`src/rtl/div_rem_seq_ctrl.sv`:
```
// Iterative restoring radix-2 divider for RV32M div/divu/rem/remu.
// start/busy/done handshake lets the core stall while it runs.
module div_rem_seq_ctrl #(
  parameter int DATA_WIDTH = 32,
  parameter int CNT_W      = $clog2(DATA_WIDTH) + 1
) (
  input  logic                  clk,
  input  logic                  reset,
  input  logic                  start,
  input  logic [4:0]            alu_ctrl,
  input  logic [DATA_WIDTH-1:0] src1_value,
  input  logic [DATA_WIDTH-1:0] src2_value,
  output logic                  busy,
  output logic                  done,
  output logic [DATA_WIDTH-1:0] result
);

  localparam int W = DATA_WIDTH;
  localparam logic [W-1:0] MIN = {1'b1, {(W-1){1'b0}}};

  typedef enum logic [1:0] {IDLE, DIV, FIX, DONE} state_t;

  state_t         state;
  logic [W-1:0]   rem_reg;
  logic [W-1:0]   quo_reg;
  logic [W-1:0]   divisor;
  logic [CNT_W-1:0] cnt;
  logic           sign_a;
  logic           sign_b;
  logic           is_rem;

  logic           valid_op;
  logic           sgn_op;
  logic           rem_op;

  always_comb begin
    valid_op = 1'b1;
    sgn_op   = 1'b0;
    rem_op   = 1'b0;
    unique case (1'b1)
      (alu_ctrl == 5'b10110): sgn_op = 1'b1;
      (alu_ctrl == 5'b10111): ;
      (alu_ctrl == 5'b11000): begin
        sgn_op = 1'b1;
        rem_op = 1'b1;
      end
      (alu_ctrl == 5'b11001): rem_op = 1'b1;
      default: valid_op = 1'b0;
    endcase
  end

  logic         accept;
  logic         a_neg;
  logic         b_neg;
  logic [W-1:0] a_abs;
  logic [W-1:0] b_abs;
  logic         div_zero;
  logic         ovf;
  logic [W-1:0] spec_res;

  assign accept   = start && valid_op && (state == IDLE || state == DONE);
  assign a_neg    = sgn_op && src1_value[W-1];
  assign b_neg    = sgn_op && src2_value[W-1];
  assign a_abs    = a_neg ? -src1_value : src1_value;
  assign b_abs    = b_neg ? -src2_value : src2_value;
  assign div_zero = (src2_value == '0);
  assign ovf      = sgn_op && (src1_value == MIN) && (src2_value == '1);

  always_comb begin
    if (div_zero)
      spec_res = rem_op ? src1_value : '1;
    else
      spec_res = rem_op ? '0 : MIN;
  end

  // Full W+1 partial remainder so divisors above 2^(W-1) still work.
  logic [W:0]   shifted;
  logic [W:0]   diff;
  logic [W-1:0] q_fix;
  logic [W-1:0] r_fix;

  assign shifted = {rem_reg, quo_reg[W-1]};
  assign diff    = shifted - {1'b0, divisor};
  assign q_fix   = (sign_a ^ sign_b) ? -quo_reg : quo_reg;
  assign r_fix   = sign_a ? -rem_reg : rem_reg;

  always_ff @(posedge clk) begin
    if (reset) begin
      state   <= IDLE;
      busy    <= 1'b0;
      done    <= 1'b0;
      result  <= '0;
      rem_reg <= '0;
      quo_reg <= '0;
      divisor <= '0;
      cnt     <= '0;
      sign_a  <= 1'b0;
      sign_b  <= 1'b0;
      is_rem  <= 1'b0;
    end else begin
      unique case (state)
        IDLE, DONE: begin
          done  <= 1'b0;
          state <= IDLE;
          if (accept) begin
            if (div_zero || ovf) begin
              result <= spec_res;
              done   <= 1'b1;
              state  <= DONE;
            end else begin
              rem_reg <= '0;
              quo_reg <= a_abs;
              divisor <= b_abs;
              sign_a  <= a_neg;
              sign_b  <= b_neg;
              is_rem  <= rem_op;
              cnt     <= CNT_W'(W);
              busy    <= 1'b1;
              state   <= DIV;
            end
          end
        end
        DIV: begin
          rem_reg <= diff[W] ? shifted[W-1:0] : diff[W-1:0];
          quo_reg <= {quo_reg[W-2:0], ~diff[W]};
          cnt     <= cnt - CNT_W'(1);
          if (cnt == CNT_W'(1))
            state <= FIX;
        end
        FIX: begin
          result <= is_rem ? r_fix : q_fix;
          busy   <= 1'b0;
          done   <= 1'b1;
          state  <= DONE;
        end
        default: state <= IDLE;
      endcase
    end
  end

endmodule

```
`config.mk`:
```
export PLATFORM = sky130hd
export DESIGN_NAME = div_rem_seq_ctrl
export DESIGN_NICKNAME = d
export VERILOG_FILES = /design/src/rtl/div_rem_seq_ctrl.sv
export SDC_FILE = /design/constraint.sdc
export NUM_CORES = 1
export LEC_CHECK = 0
export CORE_ASPECT_RATIO = 0.5
export CORE_UTILIZATION = 59
export CTS_CLUSTER_DIAMETER = 40
export DETAILED_ROUTE_END_ITERATION = 10
export PLACE_DENSITY = 0.88
export SLEW_MARGIN = 5
export SYNTH_ARGS = -nofsm -noshare
export SYNTH_HDL_FRONTEND = slang
export SYNTH_SLANG_ARGS = --single-unit
```
`constraint.sdc`:
```
create_clock -name clk -period 4.9 [get_ports clk]
set_input_delay 1.47 -clock clk [delete_from_list [all_inputs] [get_ports clk]]
set_output_delay 1.47 -clock clk [all_outputs]
set_load 0.02 [all_outputs]
```
* Yosys cells after proc, flatten, opt, wreduce, memory -nomap -nowiden
Cells that the tools add are included.
Operators by class: add/subtract/negate cells 6, equality and inequality tests 14, muxes and demuxes 34, bitwise operators 3, reductions and logical operators 20
Operator list (count):
- $mux 32 | 15
- $pmux 32 s2 | 3
- $neg 32->32 | 4
- $eq 32x32->1 const B | 2
- $sub 33x32->33 | 1
- $logic_not 32->1 | 1
- $eq 5x5->1 const B | 4
- $mux 6 | 2
- $pmux 6 s2 | 1
- $reduce_and 3->1 | 4
- $ne 2x2->1 const B | 4
- $mux 1 | 7
- $eq 6x1->1 const B | 1
- $logic_and 1x1->1 | 6
- $mux 2 | 3
- $pmux 2 s3 | 1
- $reduce_or 2->1 | 3
- $sub 6x1->6 const B | 1
- $eq 2x2->1 const B | 2
- $pmux 1 s2 | 2
- $reduce_bool 2->1 | 2
- $reduce_or 4->1 | 1
- $eq 2x1->1 const B | 1
- $logic_not 2->1 | 1
- other kinds (3) | 5
Storage, ports and cells: bits in registers 141, input port bits 72, output and inout port bits 34, word-level logic and storage cells 88

* Longest topological paths before layout
depth in word-level cells 9, gate-level depth with buffers 13

* Least setup slack after synthesis
Ideal clock, no wire load.
path kind input to register, from in src1_value[14], to reg rem_reg[27], arrival 3.889 ns, data required time 4.772 ns, setup slack 0.883 ns, cell stages on the path 10, path buffers 2, path through or4_4 > or3_4 > or4b_4 > nor3_2 > nor3_2 > o211a_1 > buf_6 > buf_6 > a32oi_1 > o31ai_1
On the way: longest elaborated chain between the ends 6
RTL lines:
- start: declaration | RTL line 11 | input logic [DATA_WIDTH-1:0] src1_value,
- $eq 32x32->1 | RTL line 67 | assign ovf = sgn_op && (src1_value == MIN) && (src2_value == '1);
- $logic_and 1x1->1 (2 in series) | RTL line 67
- $logic_or 1x1->1 | RTL line 106 | if (div_zero || ovf) begin
- $ne 2x2->1 (no source line)
- $reduce_and 3->1 (no source line)
- end signal: assignment | RTL line 124 | rem_reg <= diff[W] ? shifted[W-1:0] : diff[W-1:0];
- end: declaration | RTL line 24 | logic [W-1:0] rem_reg;
Every way passes these cells. A chain may end at the register's enable or synchronous reset.

* Final worst setup path
from in src1_value[14], to reg cnt[0]
On the way: longest elaborated chain between the ends 6
RTL lines:
- $eq 32x32->1 | RTL line 67
- $logic_and 1x1->1 (2 in series) | RTL line 67
- $logic_or 1x1->1 | RTL line 106
- $ne 2x2->1 (no source line)
- $reduce_and 3->1 (no source line)
- end signal: assignment | RTL line 117 | cnt <= CNT_W'(W);
- end signal: assignment | RTL line 126 | cnt <= cnt - CNT_W'(1);
- end: declaration | RTL line 27 | logic [CNT_W-1:0] cnt;
Every way passes these cells.

==> impl_metrics.xml <==
<?xml version="1.0" encoding="UTF-8"?>
<metrics>
  <group name="sta">
    <metric name="post-route-period-util" unit="%">91.26</metric>
    <metric name="finalWorstPathRequiredPeriod" unit="ns">4.472</metric>
    <metric name="hold_viol_final" unit="">0</metric>
    <metric name="worst_pin_slew" unit="ns">1.403</metric>
    <metric name="report.final.setup_viol" unit="">0</metric>
    <metric name="rsz0062_at_grt" unit="">false</metric>
    <metric name="maximum_clock_frequency" unit="GHz">0.2236</metric>
    <metric name="setup_tns" unit="ns">0</metric>
    <metric name="slew_viol_final" unit="">0</metric>
    <metric name="clock_skew" unit="ns">0.01514</metric>
    <metric name="slew_margin_rel" unit="%">5.769</metric>
    <metric name="fin_hold_ws" unit="ns">0.4681</metric>
  </group>
  <group name="setup_path">
    <metric name="setup.worst_path.start_class" unit="">input pin</metric>
    <metric name="startpoint" unit="">src1_value[14]</metric>
    <metric name="critical_path_class" unit="">input pin to flop</metric>
    <metric name="crit_required" unit="ns">5.17</metric>
    <metric name="critical_path.endpoint" unit="">cnt[0]</metric>
    <metric name="critical_path.reg2reg.endpoint" unit="">rem_reg[16]</metric>
    <metric name="worst_reg2reg_path_depth" unit="">13</metric>
    <metric name="worstPathMaxFanout" unit="">10</metric>
    <metric name="timing.reg2reg.setup_slack" unit="ns">0.74</metric>
    <metric name="r2r_start" unit="">quo_reg[31]</metric>
    <metric name="timing.critical_path.arrival" unit="ns">4.74</metric>
    <metric name="crit_path_end_kind" unit="">flop</metric>
  </group>
  <group name="floorplan">
    <metric name="placementRows" unit="">34</metric>
    <metric name="die_height" unit="µm">96.86</metric>
    <metric name="die_x" unit="µm">191.7</metric>
    <metric name="fp.coreArea" unit="mm²">0.01748</metric>
    <metric name="starting_utilization_of_the_core_area" unit="%">60.73</metric>
    <metric name="die_area" unit="mm²">0.01857</metric>
    <metric name="boundaryPins" unit="">106</metric>
  </group>
  <group name="placement">
    <metric name="gpl.final_weighted_congestion" unit="">0.9521</metric>
    <metric name="sum_of_net_half_perimeters_after_detailed_placement" unit="µm">24230</metric>
    <metric name="detailed_place.area" unit="mm²">0.01193</metric>
    <metric name="buffer_ports.inserted" unit="">105</metric>
  </group>
  <group name="power">
    <metric name="p_int" unit="mW">2.331</metric>
    <metric name="net-switching-power" unit="mW">1.068</metric>
    <metric name="clock_power_share" unit="%">40.4</metric>
    <metric name="pwrdens" unit="mW/mm²">271.1</metric>
    <metric name="power.static_leakage" unit="nW">4.699</metric>
    <metric name="pwr-share-seq" unit="%">35.8</metric>
    <metric name="switching_share" unit="%">31.42</metric>
    <metric name="comb_power_share" unit="%">23.8</metric>
    <metric name="vdd.ir_drop.worst" unit="V">0.0001961</metric>
  </group>
  <group name="logic_synthesis">
    <metric name="syn_nets" unit="">1550</metric>
    <metric name="synth_area_per_cell" unit="µm²">7.399</metric>
    <metric name="postSynthCellCount" unit="">1435</metric>
    <metric name="synth.yosys.warnings" unit="">0</metric>
    <metric name="synth.top_cell.area_share" unit="%">26.58</metric>
    <metric name="synth-edff-count" unit="">0</metric>
    <metric name="most_common_flop_cell_mapped_by_yosys" unit="">dfxtp_1</metric>
    <metric name="synth_area_leader_cell" unit="">dfxtp_1</metric>
    <metric name="synthDistinctLibCells" unit="">68</metric>
    <metric name="syn-cell-area" unit="mm²">0.01062</metric>
    <metric name="synth_top_cells_by_area" unit="">dfxtp_1, xnor2_1, xor2_1</metric>
    <metric name="sequential_cell_area_fraction_in_the_yosys_report" unit="%">26.58</metric>
    <metric name="ys_ff_latch" unit="">141</metric>
    <metric name="synth_async_sr_flop_share" unit="%">0</metric>
  </group>
  <group name="clocking">
    <metric name="hold_buffers" unit="">0</metric>
    <metric name="post_cts.repair.setup_buffers" unit="">0</metric>
    <metric name="cts-htree-levels" unit="">4</metric>
    <metric name="cts-resized-gates" unit="">0</metric>
    <metric name="tritoncts" unit="">done</metric>
    <metric name="numClockSinks" unit="">141</metric>
    <metric name="cts_buffers" unit="">17</metric>
    <metric name="cts_max_path_buffers" unit="">2</metric>
    <metric name="clk_latency" unit="ns">0.43</metric>
    <metric name="cts_root_buffer" unit="">clkbuf_16</metric>
    <metric name="cts.reportedPaths.clkPinSlew" unit="ns">0.06</metric>
  </group>
  <group name="layout">
    <metric name="layout_commonest_cell" unit="">nor2_1</metric>
    <metric name="drive_above_1_share" unit="%">6.025</metric>
    <metric name="antenna_cells" unit="">0</metric>
    <metric name="final_nets" unit="">1631</metric>
    <metric name="area_growth" unit="%">18.07</metric>
    <metric name="seqCellArea" unit="mm²">0.002823</metric>
    <metric name="multiInputGateArea" unit="mm²">0.007222</metric>
    <metric name="num-fill-cells" unit="">1367</metric>
    <metric name="layout.cells.most_common_list" unit="">nor2_1, nand2_1, dfxtp_1, o21ai_0, clkdlybuf4s50_1</metric>
    <metric name="postLayoutCellArea" unit="mm²">0.01254</metric>
  </group>
  <group name="route">
    <metric name="vias" unit="">11300</metric>
    <metric name="drt_drc_violations_left" unit="">0</metric>
    <metric name="dr.first_iter.drc_count" unit="">1286</metric>
    <metric name="drt_pass1_iterations" unit="">7</metric>
    <metric name="routed_via_density" unit="">6.415</metric>
    <metric name="route.antenna.remaining_nets" unit="">0</metric>
    <metric name="wl_per_cell" unit="µm">19.07</metric>
    <metric name="routed_wl" unit="µm">33590</metric>
  </group>
  <group name="global_route">
    <metric name="number_of_antenna_violations_at_the_first_check_in_global_routing" unit="">2</metric>
    <metric name="maximum_number_of_pins_on_one_net_before_global_route_repair" unit="">71</metric>
    <metric name="grt_first_pass_wirelength" unit="µm">52720</metric>
    <metric name="grtUsageTotal" unit="%">35.67</metric>
    <metric name="number_of_global_route_vias_before_repair" unit="">10380</metric>
    <metric name="globalRoute.totalOverflow" unit="">0</metric>
  </group>
  <group name="min_path">
    <metric name="hold_path.class" unit="">flop to flop</metric>
  </group>
  <group name="flow_run">
    <metric name="drv_cap" unit="">0</metric>
  </group>
  <group name="status">
    <metric name="outcome" unit="">complete, no violations</metric>
  </group>
</metrics>
cell families (layout without fill, tap and decap cells):
logic type / count (synthesis) / in the layout / synth area share, %
AO/OA/AOI/OAI: 414 / 414 / 24.55
XOR/XNOR: 149 / 149 / 12.29
adder cells (fa/ha/maj): 43 / 43 / 5.138
buffers and inverters: 144 / 236 / 5.621
flip-flops: 141 / 141 / 26.58
multiplexers: 32 / 32 / 3.029
AND/OR/NAND/NOR: 512 / 512 / 22.79
metal layers:
metal,global-route usage (%),vias up,wire length (µm)
met5,0,-,0
met4,12.03,0,872
met1,49.11,5211,14400
li1,-,5320,-
met2,54.96,664,14560
met3,7.656,101,3762
stage by stage:
step / std cells / utilization, % / power, mW / setup slack (ns)
after detailed placement: 1731 / 68.23 / 2.020 / 0.07450
after CTS: 1761 / 71.70 / 3.364 / 0.4703
after global routing: 1761 / 71.70 / 3.496 / 0.2793
after global placement: 1731 / 68.23 / 2.002 / 0.1335
after floorplan: 1435 / - / 1.753 / 0.8826
final: 1761 / 71.70 / 3.399 / 0.4284
Yosys cell counts (all sizes together) (28+ instances only):
library cell,n
xnor2,79
inv,59
a211oi,44
mux2i,31
nor3,28
a21oi,86
nand3,77
dfxtp,141
o211ai,41
ha,42
o21ai,127
clkbuf,65
xor2,70
nor2,152
nand2,146
power groups by stage:
stage                     clock [mW]  sequential (mW)  combinational (mW)
after floorplan                    0             1.24               0.512
final                           1.37             1.22               0.810
after global routing            1.40             1.22               0.871
after detailed placement           0             1.24               0.780
after global placement             0             1.24               0.765
after CTS                       1.36             1.22               0.792
worst max-delay path, cell delays in order:
cell and delay [ns]:
clkdlybuf4s50_1 0.43, or4_4 0.57, or3_4 0.37, or4b_4 0.57, nor3_2 0.23, nor3_4 0.12, a21o_1 0.24, buf_4 0.21
and3_1 0.21, a21oi_1 0.23, nor2_1 0.09
how the worst min path moves through the flow:
stage                startpoint           to  slack [ns]  depth (start not counted)
floorplan           divisor[31]  divisor[31]        0.45                          2
global placement     result[29]   result[29]        0.44                          1
detailed placement   result[18]   result[18]        0.45                          2
CTS                  result[18]   result[18]        0.47                          2
global route         result[28]   result[28]        0.49                          1
finish               result[28]   result[28]        0.47                          1
final cells by class:
class | instances | area share, %
Multi-Input combinational cell | 1150 | 57.61
Sequential cell | 141 | 22.52
Clock buffer | 20 | 3.723
Clock inverter | 10 | 1.118
Tap cell | 234 | 2.336
Inverter | 60 | 1.797
Timing Repair Buffer | 146 | 10.90
Note: power is estimated with default switching activity, not from simulation.
